**src/rtl/temp_mon_pkg.sv**
```systemverilog
// Shared types and widths for the temperature-monitor scheduler.
package temp_mon_pkg;

  localparam int BASE_W = 5;
  localparam int COEF_W = 4;
  localparam int VAL_W  = 4;
  localparam int CNT_W  = 4;
  localparam int GAP_W  = 8;

  typedef enum logic [2:0] {
    ST_IDLE   = 3'd0,
    ST_SETTLE = 3'd1,
    ST_SAMPLE = 3'd2,
    ST_UPDATE = 3'd3,
    ST_GAP    = 3'd4
  } state_e;

  typedef enum logic [1:0] {
    CLS_NORMAL = 2'd0,
    CLS_LOW    = 2'd1,
    CLS_HIGH   = 2'd2
  } cls_e;

  // High outranks low when the detector raises both flags.
  function automatic cls_e classify(input logic low, input logic high);
    cls_e c;
    if (high) begin
      c = CLS_HIGH;
    end else if (low) begin
      c = CLS_LOW;
    end else begin
      c = CLS_NORMAL;
    end
    return c;
  endfunction

endpackage

```
**src/rtl/temp_mon_debounce.sv**
```systemverilog
// Per-channel debounce: tracks the last class and its run length, and
// drives the low/high alarm once the run reaches DEBOUNCE samples.
module temp_mon_debounce
  import temp_mon_pkg::*;
#(
  parameter int DEBOUNCE = 3
) (
  input  logic clk,
  input  logic rst_n,
  input  logic clr,
  input  logic upd,
  input  cls_e cls,
  output logic low_alarm,
  output logic high_alarm
);

  localparam logic [CNT_W-1:0] DEB_MAX = CNT_W'(DEBOUNCE);

  cls_e             cls_r;
  logic [CNT_W-1:0] cnt_r;
  logic [CNT_W-1:0] cnt_next_s;

  // Run length after this sample: saturate on a repeat, restart at 1 on a change.
  always_comb begin
    cnt_next_s = 4'd1;
    if (cls == cls_r) begin
      if (cnt_r >= DEB_MAX) begin
        cnt_next_s = DEB_MAX;
      end else begin
        cnt_next_s = cnt_r + 4'd1;
      end
    end else begin
      cnt_next_s = 4'd1;
    end
  end

  // Class/count history and alarm state; a clear wipes history but keeps alarms.
  always_ff @(posedge clk or negedge rst_n) begin
    if (!rst_n) begin
      cls_r      <= CLS_NORMAL;
      cnt_r      <= 4'd0;
      low_alarm  <= 1'b0;
      high_alarm <= 1'b0;
    end else if (clr) begin
      cls_r <= CLS_NORMAL;
      cnt_r <= 4'd0;
    end else if (upd) begin
      cls_r <= cls;
      cnt_r <= cnt_next_s;
      if (cnt_next_s == DEB_MAX) begin
        low_alarm  <= (cls == CLS_LOW);
        high_alarm <= (cls == CLS_HIGH);
      end
    end
  end

endmodule

```
**src/rtl/temp_monitor_scheduler.sv**
```systemverilog
// Round-robin scheduler sharing one external abnormality detector across
// NUM_SENSORS channels, with per-channel debounced low/high alarms.
module temp_monitor_scheduler
  import temp_mon_pkg::*;
#(
  parameter int NUM_SENSORS = 4,
  parameter int DEBOUNCE    = 3,
  parameter int SCAN_GAP    = 4
) (
  input  logic                               clk,
  input  logic                               rst_n,
  input  logic                               enable,
  input  logic                               cfgWe,
  input  logic [BASE_W-1:0]                  cfgBaseTemp,
  input  logic [COEF_W-1:0]                  cfgTempCoef,
  input  logic [VAL_W*NUM_SENSORS-1:0]       sensorValues,
  input  logic [NUM_SENSORS-1:0]             sensorValid,
  output logic [BASE_W-1:0]                  detBaseTemp,
  output logic [COEF_W-1:0]                  detTempCoef,
  output logic [VAL_W-1:0]                   detSensorValue,
  input  logic                               detLow,
  input  logic                               detHigh,
  output logic [$clog2(NUM_SENSORS)-1:0]     curChannel,
  output logic [NUM_SENSORS-1:0]             lowAlarm,
  output logic [NUM_SENSORS-1:0]             highAlarm,
  output logic                               alarmIrq,
  output logic                               scanDone
);

  localparam int               CH_W     = $clog2(NUM_SENSORS);
  localparam logic [CH_W-1:0]  CH_LAST  = CH_W'(NUM_SENSORS - 1);
  localparam logic [GAP_W-1:0] GAP_LAST = GAP_W'(SCAN_GAP - 1);

  state_e             st_r;
  logic [CH_W-1:0]    ch_r;
  logic [GAP_W-1:0]   gap_r;
  logic               valid_r;
  cls_e               samp_cls_r;
  logic               stop_s;
  logic               restart_s;
  logic               clr_s;
  logic               upd_s;
  logic [NUM_SENSORS-1:0] low_s;
  logic [NUM_SENSORS-1:0] high_s;
  logic [NUM_SENSORS-1:0] low_prev_r;
  logic [NUM_SENSORS-1:0] high_prev_r;

  assign curChannel = ch_r;
  assign lowAlarm   = low_s;
  assign highAlarm  = high_s;

  // Abort conditions: enable drop wins over a config-write restart.
  always_comb begin
    stop_s    = (st_r != ST_IDLE) && !enable;
    restart_s = (st_r != ST_IDLE) && enable && cfgWe;
    clr_s     = (st_r != ST_IDLE) && cfgWe;
    upd_s     = (st_r == ST_UPDATE) && valid_r && !stop_s && !restart_s;
  end

  // Scan FSM: settle/sample/update per channel, then an optional idle gap.
  always_ff @(posedge clk or negedge rst_n) begin
    if (!rst_n) begin
      st_r           <= ST_IDLE;
      ch_r           <= {CH_W{1'b0}};
      gap_r          <= 8'd0;
      valid_r        <= 1'b0;
      samp_cls_r     <= CLS_NORMAL;
      detSensorValue <= 4'd0;
      scanDone       <= 1'b0;
    end else begin
      scanDone <= 1'b0;
      if (stop_s) begin
        st_r  <= ST_IDLE;
        ch_r  <= {CH_W{1'b0}};
        gap_r <= 8'd0;
      end else if (restart_s) begin
        st_r  <= ST_SETTLE;
        ch_r  <= {CH_W{1'b0}};
        gap_r <= 8'd0;
      end else begin
        case (st_r)
          ST_IDLE: begin
            if (enable) begin
              st_r <= ST_SETTLE;
              ch_r <= {CH_W{1'b0}};
            end
          end
          ST_SETTLE: begin
            detSensorValue <= sensorValues[int'(ch_r)*VAL_W +: VAL_W];
            valid_r        <= sensorValid[ch_r];
            st_r           <= ST_SAMPLE;
          end
          ST_SAMPLE: begin
            samp_cls_r <= classify(detLow, detHigh);
            st_r       <= ST_UPDATE;
          end
          ST_UPDATE: begin
            if (ch_r == CH_LAST) begin
              scanDone <= 1'b1;
              ch_r     <= {CH_W{1'b0}};
              gap_r    <= 8'd0;
              st_r     <= (SCAN_GAP == 0) ? ST_SETTLE : ST_GAP;
            end else begin
              ch_r <= ch_r + CH_W'(1);
              st_r <= ST_SETTLE;
            end
          end
          ST_GAP: begin
            if (gap_r == GAP_LAST) begin
              gap_r <= 8'd0;
              st_r  <= ST_SETTLE;
            end else begin
              gap_r <= gap_r + 8'd1;
            end
          end
          default: begin
            st_r <= ST_IDLE;
          end
        endcase
      end
    end
  end

  // Factory config registers load on any write strobe, whatever the FSM state.
  always_ff @(posedge clk or negedge rst_n) begin
    if (!rst_n) begin
      detBaseTemp <= 5'd0;
      detTempCoef <= 4'd0;
    end else if (cfgWe) begin
      detBaseTemp <= cfgBaseTemp;
      detTempCoef <= cfgTempCoef;
    end
  end

  // IRQ one cycle after any alarm bit differs from its previous value.
  always_ff @(posedge clk or negedge rst_n) begin
    if (!rst_n) begin
      low_prev_r  <= {NUM_SENSORS{1'b0}};
      high_prev_r <= {NUM_SENSORS{1'b0}};
      alarmIrq    <= 1'b0;
    end else begin
      low_prev_r  <= low_s;
      high_prev_r <= high_s;
      alarmIrq    <= (|(low_s ^ low_prev_r)) | (|(high_s ^ high_prev_r));
    end
  end

  for (genvar i = 0; i < NUM_SENSORS; i++) begin : g_ch
    temp_mon_debounce #(.DEBOUNCE(DEBOUNCE)) u_deb (
      .clk        (clk),
      .rst_n      (rst_n),
      .clr        (clr_s),
      .upd        (upd_s && (ch_r == CH_W'(i))),
      .cls        (samp_cls_r),
      .low_alarm  (low_s[i]),
      .high_alarm (high_s[i])
    );
  end

endmodule
```
**config.mk**
```make
export PLATFORM = sky130hd
export DESIGN_NAME = temp_monitor_scheduler
export DESIGN_NICKNAME = d
export VERILOG_FILES = /design/src/rtl/temp_mon_pkg.sv /design/src/rtl/temp_mon_debounce.sv /design/src/rtl/temp_monitor_scheduler.sv
export SDC_FILE = /design/constraint.sdc
export NUM_CORES = 1
export LEC_CHECK = 0
export CORE_UTILIZATION = 35
export CTS_CLUSTER_DIAMETER = 120
export DETAILED_ROUTE_END_ITERATION = 10
export SYNTH_ARGS = -nofsm -noshare
export SYNTH_HDL_FRONTEND = slang
export SYNTH_HIERARCHICAL = 1
export SYNTH_SLANG_ARGS = --single-unit
export TNS_END_PERCENT = 30
```
**constraint.sdc**
```tcl
create_clock -name clk -period 3.07 [get_ports clk]
set_input_delay 0.614 -clock clk [delete_from_list [all_inputs] [get_ports clk]]
set_output_delay 0.614 -clock clk [all_outputs]
set_load 0.005 [all_outputs]
```
==> results of run 1 <==
==> stage by stage <==
stage               power [uW]  hold WS, ns   util  instances
global placement          1280        0.438  0.440        471
finish                    2040        0.293  0.461        487
detailed placement        1280        0.442  0.440        471
floorplan                 1130        0.318      -        281
global route              2140        0.326  0.461        487
CTS                       2080        0.303  0.461        487
==> path summary, 6_finish.rpt <==
kind	startpoint	end	slack, ns	cells past startpoint
min reg2reg	g_ch[1].u_deb/low_alarm	low_prev_r[1]	0.44	0
max in group asynchronous	rst_n	curChannel[0]	2.48	2
min in group clk	g_ch[1].u_deb/low_alarm	low_prev_r[1]	0.44	0
min	rst_n	low_prev_r[0]	0.29	2
max reg2reg	st_r[0]	gap_r[7]	1.12	4
max	cfgWe	g_ch[0].u_deb/high_alarm	0.75	7
==> cell families (layout without fill, tap and decap cells) <==
family          count (synthesis)  in the layout
compound gates                 38             38
buf+inv                        18             91
simple gates                   91             91
fa+ha+maj                       9              9
mux                            38             38
xor+xnor                       16             16
flops                          71             71
==> power groups by stage <==
stage / clock network (uW) / logic [uW] / registers [uW]
CTS: 813 / 240 / 1020
global placement: 0 / 236 / 1040
finish: 782 / 234 / 1020
detailed placement: 0 / 239 / 1040
floorplan: 0 / 104 / 1030
global route: 855 / 257 / 1030
==> registers in the layout (all words and copies together), names as in the netlist <==
register,count
g_ch.u_deb/cnt_r,16
g_ch.u_deb/cls_r,8
gap_r,8
detBaseTemp,5
detSensorValue,4
detTempCoef,4
g_ch.u_deb/high_alarm,4
g_ch.u_deb/low_alarm,4
high_prev_r,4
low_prev_r,4
st_r,3
curChannel,2
samp_cls_r,2
alarmIrq,1
scanDone,1
valid_r,1
==> per-layer routing <==
metal | track usage | share of wire
met4 | 0.0396 | 0.0071
met5 | 0 | 0
met3 | 0.0479 | 0.054
met1 | 0.172 | 0.46
met2 | 0.223 | 0.48
==> layout by cell type (no fill, tap or decap), types with 5 or more instances in the layout <==
cell type,count
nand2b_1,9
mux4_2,5
and3_1,7
inv_1,8
clkbuf_8,9
a21oi_1,9
nand2_1,7
mux2i_1,9
ha_1,9
nand3_1,7
xor2_1,8
clkdlybuf4s50_1,58
dfrtp_1,71
mux2_2,16
mux2_4,8
nor2_1,16
xnor2_1,8
buf_4,7
nor2b_1,6
nor3b_1,8
==> area by class of cell <==
| class | count | area, um2 |
|---|---|---|
| clock inverter | 3 | 67.6 |
| sequential | 71 | 1780 |
| inverter | 8 | 30.0 |
| tap | 133 | 166 |
| timing repair buffer | 67 | 658 |
| clock buffer | 13 | 139 |
| fill | 927 | 5240 |
| multi-input combinational | 192 | 1650 |
==> flow_summary.ini, run 1 <==
[run_status]
outcome = finished clean

[detailed_routing]
dr_total_vias = 2343
drtAntennaViolNets = 0
vias_per_cell = 4.81
wl_per_cell_um = 13.3
drt_iter0_drc = 64
routed_wl_um = 6460
drcViolationCount = 0
first_pass_iters = 4

[floorplan]
die-area_um2 = 10400
start_util = 0.361
die_w_um = 102
io_pins = 60
rows = 36
die_h_um = 102
core_um2 = 9730

[sta]
worstMarginPinSlew_ns = 0.619
fin_crit_sh = 0.754
final_max_slew_viol_count = 0
fmax_mhz = 432
layout_min_cycle_time_ns = 2.32
worst_clock_skew_ns = 0.0106
finalHoldViolCount = 0
fin_ws_ns = 0.755
tns_ns = 0
rsz0062_at_grt = false
setup_viol = 0
slew_headroom = 0.587

[yosys]
synth-compound-area-share = 0.0887
synth-simple-area-share = 0.166
synth_top_family_by_area = simple AND/OR/NAND/NOR gates
synthTopCellsByArea = dfrtp_1 (51%), mux2_2 (5.1%), mux2_4 (3.4%)
post-synth-top-count-cell = dfrtp_1
synth_flop_cell = dfrtp_1
synth_area_um2 = 3510
ys_async_sr_fraction = 1.00
yosysTopAreaCellShare = 0.506
syn_area_per_cell_um2 = 12.5
synth_cell_types = 49
synthAdderAreaFrac = 0.0321
synth_edf_count = 0
muxShareOfSynthArea = 0.143
synth_xor_area_frac = 0.0399
yosysWarningCount = 6
post_synth_most_frequent_cells = dfrtp_1 (71), mux2_2 (16), nor2_1 (16)
netlist_instances = 281
yosys.area.top_type = dfrtp_1
synth.yosys.seq_area_share = 0.506
syn-num-nets = 325
ys_seq_elements = 71

[setup_path]
critPathLaunchType = input pin
cpLargestDelayFamily = simple AND/OR/NAND/NOR gates
crit_slowest_cell = clkdlybuf4s50_1
crit_required_ns = 3.29
worstPathArrival_ns = 2.53
crit_path_cell_trace = clkdlybuf4s50_1 > nor2b_1 > and3_1 > and3_1 > and3_4 > nand2_4 > mux2_4
cp_common_cell = and3_1
cpPeakStageDelay_ns = 0.53
crit_fanout = 7
worst_setup_path_end_kind = register
crit_buf_inv = 1
crit_type = input pin to register

[power_and_ir_drop]
combPwrFrac = 0.115
p_switching_uw = 457
vdd_drop_max_mv = 0.280
intPower_uw = 1580
clkPwrFrac = 0.383
power_density_nw_per_um2 = 454
switching_share = 0.224
seqPwrFrac = 0.502
leakage_uw = 0.00202

[global_route]
grt_overflow = 0
grt_pass1_vias = 2313
grt_antenna_before_repair = 0
grt_pass1_wl_um = 11000
grt_usage = 0.137
grt_max_degree = 72

[run]
cap_violations = 0

[final_layout]
diodes = 0
fin_nets = 393
drive_above_1_share = 0.203
syn_to_final_growth_pct = 27.8
fin_area_um2 = 4490

[clock_network]
cts_tree = yes
cts_max_level = 3
cts_resized = 0
clockBufferDepth = 2
ctsHoldBuffers = 0
cts_root_buffer = clkbuf_8
clkTransAtPathRegs_ns = 0.07
cts.sinks = 71
post_cts_buffers = 0
cts_made_buffers = 9
clock_latency_ns = 0.34

[place]
place_congestion = 0.737
place_ws_ns = 0.398
hpwl_um = 4480
io_buffers = 59
dpl_cell_area_um2 = 4280

[worst_hold_path]
min_path_type = input pin to asynchronous set/reset pin
Note: power is estimated with default switching activity, not from simulation.
==> inputs of run 2 (changes only) <==
Clock period 3.07 ns to 2.25 ns, I/O delays scaled along.
==> run 2 against run 1 <==
Compared with the run above: worst hold slack worse by 0.17 ns; clock skew is 0.0054 ns lower; final area increased by 1.7%; cell count is 2.7% higher; non-clock buffer count up 14; critical path depth is 6 lower; register-to-register slack lost 0.82 ns; clock power rose by 21%; utilization rose by 0.78 points; total power up 31%; die area unchanged; via count increased by 3.2%; largest power group unchanged; highest routed layer unchanged.
==> flow_summary.ini, run 2 (synthesis gave the netlist of run 1 again) <==
[detailed_routing]
dr_total_vias = 2418
top_layer = met4
drt_iter0_drc = 53
first_pass_iters = 5
met1Wirelength_um = 3050
vias_per_cell = 4.84
drcViolationCount = 0
routed_wl_um = 6640
wl_met3_um = 388
wl_per_cell_um = 13.3
drtAntennaViolNets = 0
met2_length_um = 3180

[sta]
finalHoldViolCount = 0
worstMarginPinSlew_ns = 0.614
tns_ns = 0
worst_clock_skew_ns = 0.00527
fin_crit_sh = 0.869
fmax_mhz = 511
final_max_slew_viol_count = 0
slew_headroom = 0.591
setup_viol = 0
layout_min_cycle_time_ns = 1.96
rsz0062_at_grt = false

[final_layout]
fillers = 930
instances_no_fill = 500
largest-register = g_ch.u_deb/cnt_r
fin_nets = 407
reg_top3 = g_ch.u_deb/cnt_r x16, g_ch.u_deb/cls_r x8, gap_r x8
seq_area_um2 = 1780
layout_common_cells = dfrtp_1 (71), clkdlybuf4s50_1 (58), buf_4 (21), nor2_1 (16), mux2_2 (16)
mostFrequentLayoutCell = dfrtp_1
multiInputGateArea_um2 = 1650
largest_reg_flops = 16
diodes = 0
drive_above_1_share = 0.240
fin_area_um2 = 4570
syn_to_final_growth_pct = 30.0

[clock_network]
clockBufferDepth = 2
cts.sinks = 71
clock_latency_ns = 0.33
post_cts_buffers = 0
cts_root_buffer = clkbuf_8
cts_max_level = 3
cts_resized = 0
cts_made_buffers = 9
cts_tree = yes
clkTransAtPathRegs_ns = 0.07
ctsHoldBuffers = 0

[place]
dpl_cell_area_um2 = 4390
place_congestion = 0.798
dp.cells = 485
io_buffers = 59
hpwl_um = 4830

[global_route]
grt_overflow = 0
grt_antenna_before_repair = 0
grt_usage = 0.144
grt_pass1_vias = 2532
grt_pass1_wl_um = 11600
grt_max_degree = 72

[setup_path]
cpLargestDelayFamily = buffers and inverters
crit_slowest_cell = clkdlybuf4s50_1
crit_cells = 1
crit_fanout = 10
rrSetupSlack_ns = 0.30
reg2regPathDepth = 4
crit_type = register to output port
crit_required_ns = 1.80
worstPathArrival_ns = 1.51
crit_path_cell_trace = clkdlybuf4s50_1
critPathLaunchType = register
crit_buf_inv = 1
worst_setup_path_end_kind = output port
cpPeakStageDelay_ns = 0.59

[floorplan]
rows = 36
core_um2 = 9730
io_pins = 60
die_h_um = 102
die-area_um2 = 10400
start_util = 0.361
die_w_um = 102

[power_and_ir_drop]
power_density_nw_per_um2 = 585
vdd_drop_max_mv = 0.448
leakage_uw = 0.00209

[run]
cap_violations = 0

[run_status]
outcome = finished clean

[worst_hold_path]
min_path_type = input pin to asynchronous set/reset pin
[run 2: final timing paths]
path,start,to
min in group clk,g_ch[2].u_deb/high_alarm,high_prev_r[2]
min,rst_n,high_prev_r[0]
max,curChannel[1],curChannel[1]
min reg2reg,g_ch[2].u_deb/high_alarm,high_prev_r[2]
max in group asynchronous,rst_n,g_ch[1].u_deb/cnt_r[2]
max reg2reg,st_r[0],gap_r[7]
[run 2: final cells by class]
| type | instances | area share |
|---|---|---|
| multi-input combinational | 192 | 0.362 |
| clock inverter | 5 | 0.0110 |
| timing repair buffer | 81 | 0.167 |
| inverter | 8 | 0.00658 |
| tap | 133 | 0.0364 |
| clock buffer | 10 | 0.0280 |
| sequential | 71 | 0.389 |
[run 2: metal layers]
metal	vias to the layer above	global-route usage
li1	1177	-
met1	1185	0.182
met2	53	0.234
met3	3	0.0588
met4	0	0.0275
met5	-	0
[run 2: metrics by stage]
step                      hold slack (ns)  setup slack (ns)  power [uW]   util
after floorplan                     0.154             0.269        1540      -
after global routing                0.152             0.229        2820  0.469
after detailed placement            0.448           -0.0256        1760  0.451
after global placement              0.435           -0.0162        1750  0.451
final                               0.128             0.294        2670  0.469
after CTS                           0.141             0.267        2720  0.469
[run 2: power breakdown]
group	leakage, uW	internal, uW	switching (uW)	total (uW)
Combinational	0.00104	216	117	333
Sequential	0.000957	1330	66.8	1390
Clock	0.0000957	499	448	947
Total	0.00209	2040	632	2670
